<file path="config.mk">
export PLATFORM = sky130hd
export DESIGN_NAME = regfile_dump_reader
export DESIGN_NICKNAME = d
export VERILOG_FILES = /design/src/rtl/regfile_dump_reader.sv
export SDC_FILE = /design/constraint.sdc
export NUM_CORES = 1
export LEC_CHECK = 0
export CORE_ASPECT_RATIO = 1.4
export CORE_MARGIN = 3
export CORE_UTILIZATION = 40
export CTS_CLUSTER_SIZE = 16
export DETAILED_ROUTE_END_ITERATION = 12
export GPL_ROUTABILITY_DRIVEN = 0
export PLACE_DENSITY = 0.81
export SLEW_MARGIN = 20
export SYNTH_ARGS = -nofsm -noshare
export SYNTH_HDL_FRONTEND = slang
export SYNTH_SLANG_ARGS = --single-unit
export TNS_END_PERCENT = 30
</file>
<file path="constraint.sdc">
create_clock -name clk -period 3.2 [get_ports clk]
set_input_delay 0.96 -clock clk [delete_from_list [all_inputs] [get_ports clk]]
set_output_delay 0.96 -clock clk [all_outputs]
set_load 0.05 [all_outputs]
</file>
<file path="src/rtl/regfile_dump_reader.sv">
// Register-file dump sequencer: walks a window of registers and streams each word over valid/ready.
// Optional running checksum output enabled by defining RFDUMP_CHECKSUM_EN.
module regfile_dump_reader #(
  parameter int NUM_REGS = 32,
  parameter int ADDR_W   = 5,
  parameter int DATA_W   = 32
) (
  input  logic              clk,
  input  logic              reset,
  input  logic              start,
  input  logic [ADDR_W-1:0] first_addr,
  input  logic [ADDR_W:0]   count,
  output logic [ADDR_W-1:0] rd_addr,
  input  logic [DATA_W-1:0] rd_data,
  output logic              out_valid,
  input  logic              out_ready,
  output logic [DATA_W-1:0] out_data,
  output logic [ADDR_W-1:0] out_addr,
  output logic              busy,
  output logic              done
`ifdef RFDUMP_CHECKSUM_EN
  ,
  output logic [DATA_W-1:0] checksum
`endif
);

  typedef enum logic [1:0] {IDLE, RUN, DRAIN} state_t;

  localparam logic [ADDR_W:0] FULL_CNT = (ADDR_W+1)'(NUM_REGS);
  localparam logic [ADDR_W:0] ONE_CNT  = (ADDR_W+1)'(1);

  state_t            state;
  logic [ADDR_W-1:0] ptr;
  logic [ADDR_W:0]   remaining;
  logic              load;
  logic              accept;

  // A zero or oversized request means a full dump of every register.
  function automatic logic [ADDR_W:0] clamp_count(input logic [ADDR_W:0] c);
    if ((c == '0) || (c > FULL_CNT)) return FULL_CNT;
    return c;
  endfunction

  assign load    = (state == RUN) && (!out_valid || out_ready);
  assign accept  = out_valid && out_ready;
  assign rd_addr = (state == RUN) ? ptr : '0;
  assign busy    = (state != IDLE);

  always_ff @(posedge clk or posedge reset) begin
    if (reset) begin
      state     <= IDLE;
      ptr       <= '0;
      remaining <= '0;
      out_valid <= 1'b0;
      out_data  <= '0;
      out_addr  <= '0;
      done      <= 1'b0;
    end else begin
      done <= 1'b0;
      case (state)
        IDLE: begin
          if (start) begin
            ptr       <= first_addr;
            remaining <= clamp_count(count);
            state     <= RUN;
          end
        end
        RUN: begin
          // Output register refills whenever empty or being drained this cycle.
          if (load) begin
            out_data  <= rd_data;
            out_addr  <= ptr;
            out_valid <= 1'b1;
            ptr       <= ptr + 1'b1;
            remaining <= remaining - ONE_CNT;
            if (remaining == ONE_CNT) state <= DRAIN;
          end
        end
        DRAIN: begin
          if (accept) begin
            out_valid <= 1'b0;
            done      <= 1'b1;
            state     <= IDLE;
          end
        end
        default: state <= IDLE;
      endcase
    end
  end

`ifdef RFDUMP_CHECKSUM_EN
  always_ff @(posedge clk or posedge reset) begin
    if (reset) begin
      checksum <= '0;
    end else if ((state == IDLE) && start) begin
      checksum <= '0;
    end else if (accept) begin
      checksum <= checksum + out_data;
    end
  end
`endif

endmodule

</file>
==> results_dict.tcl, run 1 <==
set metrics [dict create \
    cts_setup_buffers 0 \
    rsz0062_at_grt "no" \
    p_per_area_mw_per_mm2 952.6 \
    die_y_um 96.42 \
    slew_violations 0 \
    hold_depth 1 \
    insertion_delay_ns 0.29 \
    yosysTopAreaCell "dfrtp_1" \
    syn_inst 188 \
    synth_flop_cell "dfrtp_1" \
    drc 0 \
    synth_top_area_share_pct 55.70 \
    fin_setup_tns_ns 0 \
    hold_class "flip-flop to flip-flop" \
    totalPowerFinal_mw 3.217 \
    yosysMostFrequentCell "dfrtp_1" \
    nets 329 \
    setup_ws_ns 0.1301 \
    ios 92 \
    cts_buffers 5 \
    fp.dieW_um 70.59 \
    grt_usage_pct 14.97 \
    period_minus_slack_ns 3.070 \
    setup_violations 0 \
    drt-vias-per-instance 5.115 \
    fin_cells 348 \
    cts_resized 0 \
    grt_max_degree 38 \
    syn-num-nets 238 \
    grt.overflow.total 0 \
    coreArea_sq_mm 0.005565 \
    synth_enable_flop_cells 0 \
    cp.arrival_ns 2.11 \
    cts_sinks 52 \
    hold_violations 0 \
    fin_worst_skew_ns 0.005096 \
    ys_async_sr_fraction_pct 100.0 \
    antenna_cells 0 \
    crit_path_end_kind "output port" \
    die_area_sq_mm 0.006806 \
    syn-cell-area_sq_mm 0.002336 \
    rows 32 \
    tightest_slew_ns 0.5661 \
    wire_per_inst_um 14.63 \
    avgSynthCellArea_sq_um 12.43 \
    leakage_nw 1.391 \
    max_freq_mhz 325.7 \
    dp.cells 340 \
    first_pass_iters 4 \
    area_growth_syn_to_layout_pct 44.56 \
    ant_nets 0 \
    start_util_pct 41.97 \
    cts_tree "built" \
    yosysSeqAreaShare_pct 55.70 \
    period_share_pct 95.93 \
    vdd_drop_max_mv 0.6120 \
    critical_path_class "flip-flop to output port" \
    ctsRootBufferMaster "clkbuf_8" \
    synthTopCellsByArea "dfrtp_1 (56%), mux2_2 (18%), buf_6 (3.4%), o21ai_0 (2.8%), nor2_1 (2.2%)" \
    synthTopCellsByCount "dfrtp_1 (52), mux2_2 (37), nor2_1 (14)" \
    yosys_warnings 0 \
    max-slew-margin-rel_pct 62.26 \
    drive_above_1_share_pct 18.21 \
    clkTransAtPathRegs_ns 0.09 \
    worst_ep_required_time_ns 2.24 \
    holdBufCountCts 0 \
    htreeDepth 2 \
    hpwl_um 3818 \
    cts_max_path_buffers 2 \
    vias 1780 \
    ys_ff_latch 52 \
    worst_setup_path_start_kind "flip-flop" \
    post-place-ws_ns 0.4088 \
    drt_iter0_drc 77 \
    hold_ws_ns 0.5095 \
    r2r_cells 4 \
    ys_types 30 \
    antenna_found_initial 0 \
    io_buffer_count 91 \
    status "completed" \
    grt_pass1_vias 1737 \
    drt_wl_total_um 5092 \
    drv_cap 0 \
    grt_pass1_wl_um 8073 \
    cp_max_fo 13 \
]
==> worst paths after layout <==
path | from | slack, ns | end
setup / recovery | state[0] | 0.13 | rd_addr[3]
hold / removal | out_data[13] | 0.51 | out_data[13]
setup reg to reg | state[0] | 1.52 | ptr[0]
hold reg to reg | out_data[13] | 0.51 | out_data[13]
max in group asynchronous | reset | 1.63 | out_data[18]
min in group asynchronous | reset | 1.03 | state[1]
==> where the power goes <==
part / internal (mW) / total, mW / leakage [nW] / switching (mW)
clock network: 0.176 / 0.382 / 0.0445 / 0.206
logic: 0.693 / 1.79 / 0.736 / 1.10
registers: 0.881 / 1.05 / 0.611 / 0.164
total: 1.75 / 3.22 / 1.39 / 1.47
==> worst max-delay path, stage by stage, from the launching register on <==
cell             delay, ns
dfrtp_1               0.56
and2b_4               0.31
and2_1                0.15
clkdlybuf4s50_1       0.80
==> layout make-up <==
class	count	area [sq um]
clock buffer	7	86.33
clock inverter	1	7.507
fill	480	2188
inverter	6	22.52
multi-input combinational	121	920.9
sequential	52	1301
tap	68	85.08
timing repair buffer	93	953.4
==> layout by cell type, fill, tap and decap left out, drive strengths merged, types with 2 or more instances in the layout <==
cell type and instances:
a21oi 9, nor3 6, nor2 15, mux2 37, and2 6, o21ai 14, dfrtp 52, inv 6
mux2i 2, buf 2, and3 2, clkdlybuf4s50 90, clkbuf 7, a31oi 5, o22a 2, ha 3
nand2 7, nand3 2, and2b 2
==> registers in the layout (all words and copies together) (netlist names) <==
signal and count:
done 1, out_addr 5, out_data 32, out_valid 1, ptr 5, remaining 6, state 2
==> metal layers <==
metal | track usage [%] | vias to the layer above | routed length [um]
li1 | - | 837 | -
met1 | 18.78 | 858 | 2092
met2 | 25.23 | 77 | 2572
met3 | 4.348 | 8 | 365
met4 | 4.545 | 0 | 61
met5 | 0 | - | 0
==> logic make-up (layout without fill, tap and decap cells) <==
| group | count (synthesis) | after routing | share of synthesized area, % |
|---|---|---|---|
| compound gates | 35 | 35 | 8.677 |
| fa+ha+maj | 3 | 3 | 1.607 |
| buf+inv | 15 | 107 | 4.874 |
| flops | 52 | 52 | 55.70 |
| mux | 39 | 39 | 18.69 |
| simple gates | 44 | 44 | 10.45 |
==> metrics by stage <==
step                      utilization (%)  area [sq um]
after floorplan                         -          2336
after global placement              58.95          3281
after detailed placement            58.95          3281
after CTS                           60.63          3374
after global routing                60.68          3377
final                               60.68          3377
Note: power is estimated with default switching activity, not from simulation.
==> inputs of run 2 (changes only) <==
HOLD_SLACK_MARGIN = 0.02   (was default)
==> results of run 2 <==
The final DEF is identical to that of run 1; final timing and power are the same.
==> inputs of run 3 (changes only) <==
CORE_UTILIZATION = 34   (was 40)
PLACE_DENSITY = 0.71   (was 0.81)
==> run 3 against run 2 <==
Sequential cell count unchanged. Sequential power about the same. Count of clock-buffer cells in the layout fell by 2. Critical endpoint is now rd_addr[4]. Critical path depth unchanged. Via count is 2.5% lower. Maximum frequency is 0.16% lower. Combinational power barely moved. Clock power fell by 2%. Core utilization is 9.6 points lower. Critical path type unchanged.
==> results_dict.tcl, run 3 (same netlist as run 1, synthesis figures left out) <==
set metrics [dict create \
    status "completed" \
    top_register "out_data" \
    reg_top3 "out_data (32), remaining (6)" \
    grt_pass1_wl_um 9018 \
    hold_class "flip-flop to flip-flop" \
    die_area_sq_mm 0.007915 \
    drv_cap 0 \
    crit-reg2reg-capture "out_data[16]" \
    rows 35 \
    dp.cells 364 \
    clkTransAtPathRegs_ns 0.09 \
    worst_setup_path_start_kind "flip-flop" \
    p_sw_share_pct 46.16 \
    totalPowerFinal_mw 3.183 \
    cp_max_fo 13 \
    vias 1735 \
    layout_commonest_cell "clkdlybuf4s50_1" \
    cts_setup_buffers 0 \
    largest_reg_flops 32 \
    drt_wl_total_um 5254 \
    seq_area_sq_mm 0.001301 \
    fin_worst_skew_ns 0.009010 \
    antenna_found_initial 0 \
    grt_pass1_vias 1777 \
    max_freq_mhz 325.2 \
    start_util_pct 35.33 \
    cp.arrival_ns 2.11 \
    io_buffer_count 91 \
    final_core_util_pct 51.05 \
    critical_path_class "flip-flop to output port" \
    place_area_sq_mm 0.003286 \
    drc 0 \
    antenna_cells 0 \
    p_clk_share_pct 11.7 \
    cts_sinks 52 \
    fin_setup_tns_ns 0 \
    htreeDepth 2 \
    area_growth_syn_to_layout_pct 44.51 \
    drt_iter0_drc 68 \
    p_switching_mw 1.469 \
    period_minus_slack_ns 3.075 \
    fin_cells 372 \
    grt_usage_pct 14.01 \
    nets 329 \
    p_per_area_mw_per_mm2 942.9 \
    setup_ws_ns 0.1252 \
    holdBufCountCts 0 \
    r2r_cells 3 \
    ios 92 \
    ant_nets 0 \
    setup_violations 0 \
    grt_max_degree 38 \
    layout_common_cells "clkdlybuf4s50_1 (90), dfrtp_1 (52), mux2_2 (37)" \
    rsz0062_at_grt "no" \
    max-slew-margin-rel_pct 59.87 \
    drt-vias-per-instance 4.664 \
    intPower_mw 1.714 \
    period_share_pct 96.09 \
    hold_violations 0 \
    multiInputGateArea_sq_um 920.9 \
    fp.dieW_um 76.06 \
    tightest_slew_ns 0.6020 \
    holdCritStartpoint "out_data[5]" \
    hold_ws_ns 0.5081 \
    grt.overflow.total 0 \
    n_fill_cell 606 \
    cts_tree "built" \
    coreArea_sq_mm 0.006613 \
    worst_ep_required_time_ns 2.24 \
    vdd_drop_max_mv 0.6059 \
    drive_above_1_share_pct 18.57 \
    hpwl_um 3867 \
    cp-endpoint "rd_addr[4]" \
    cts_buffers 5 \
    wire_per_inst_um 14.12 \
    fin_area_sq_mm 0.003376 \
    leakage_nw 1.386 \
    slew_violations 0 \
    first_pass_iters 4 \
    crit_start "state[0]" \
    ctsRootBufferMaster "clkbuf_8" \
    die_y_um 104.1 \
    insertion_delay_ns 0.30 \
    hold_depth 1 \
    crit_path_end_kind "output port" \
    r2r_slack_ns 1.36 \
    post-place-ws_ns 0.4535 \
    p_seq_share_pct 32.9 \
    cts_max_path_buffers 2 \
    rr_startpoint "state[0]" \
    combPwrFrac_pct 55.4 \
    cts_resized 0 \
]
[run 3: cell types whose count changed in the layout (fill, tap and decap cells not counted)]
cell	change
buf_12	-2
buf_4	+2
clkinv_2	+2
clkbuf_1	-1
clkbuf_8	-1
clkinv_4	+1
clkinvlp_4	-1
[run 3: power groups by stage]
stage | sequential, mW | combinational [mW] | clock (mW)
floorplan | 1.55 | 0.766 | 0
global route | 1.08 | 1.88 | 0.415
global placement | 1.05 | 1.76 | 0
detailed placement | 1.06 | 1.77 | 0
CTS | 1.05 | 1.78 | 0.394
finish | 1.05 | 1.76 | 0.374
[run 3: how the worst min path moves through the flow]
stage | slack [ns] | endpoint
6_report | 0.51 | out_data[5]
5_1_grt | 0.53 | out_data[22]
4_1_cts | 0.52 | out_data[25]
3_5_place_dp | 0.49 | out_data[25]
3_3_place_gp | 0.49 | out_data[6]
2_1_floorplan | 0.47 | remaining[5]
[run 3: area by class of cell]
class | instances | area share, %
Clock buffer | 5 | 2.039
Sequential cell | 52 | 38.55
Clock inverter | 3 | 0.5560
Timing Repair Buffer | 93 | 27.50
Tap cell | 92 | 3.410
Multi-Input combinational cell | 121 | 27.28
Inverter | 6 | 0.6672
[run 3: per-layer routing]
| layer | GRT usage, % | vias up | part of all wire, % | routed length, um |
|---|---|---|---|---|
| met5 | 0 | - | 0 | 0 |
| met4 | 5.052 | 0 | 0.65 | 34 |
| met3 | 4.073 | 2 | 5.5 | 290 |
| met2 | 22.40 | 71 | 49 | 2570 |
| met1 | 18.06 | 824 | 45 | 2358 |
| li1 | - | 838 | - | - |
[run 3: critical path: stages, from the launching register on]
cell	delay, ns
dfrtp_1	0.56
and2b_4	0.30
and2_1	0.15
clkdlybuf4s50_1	0.80
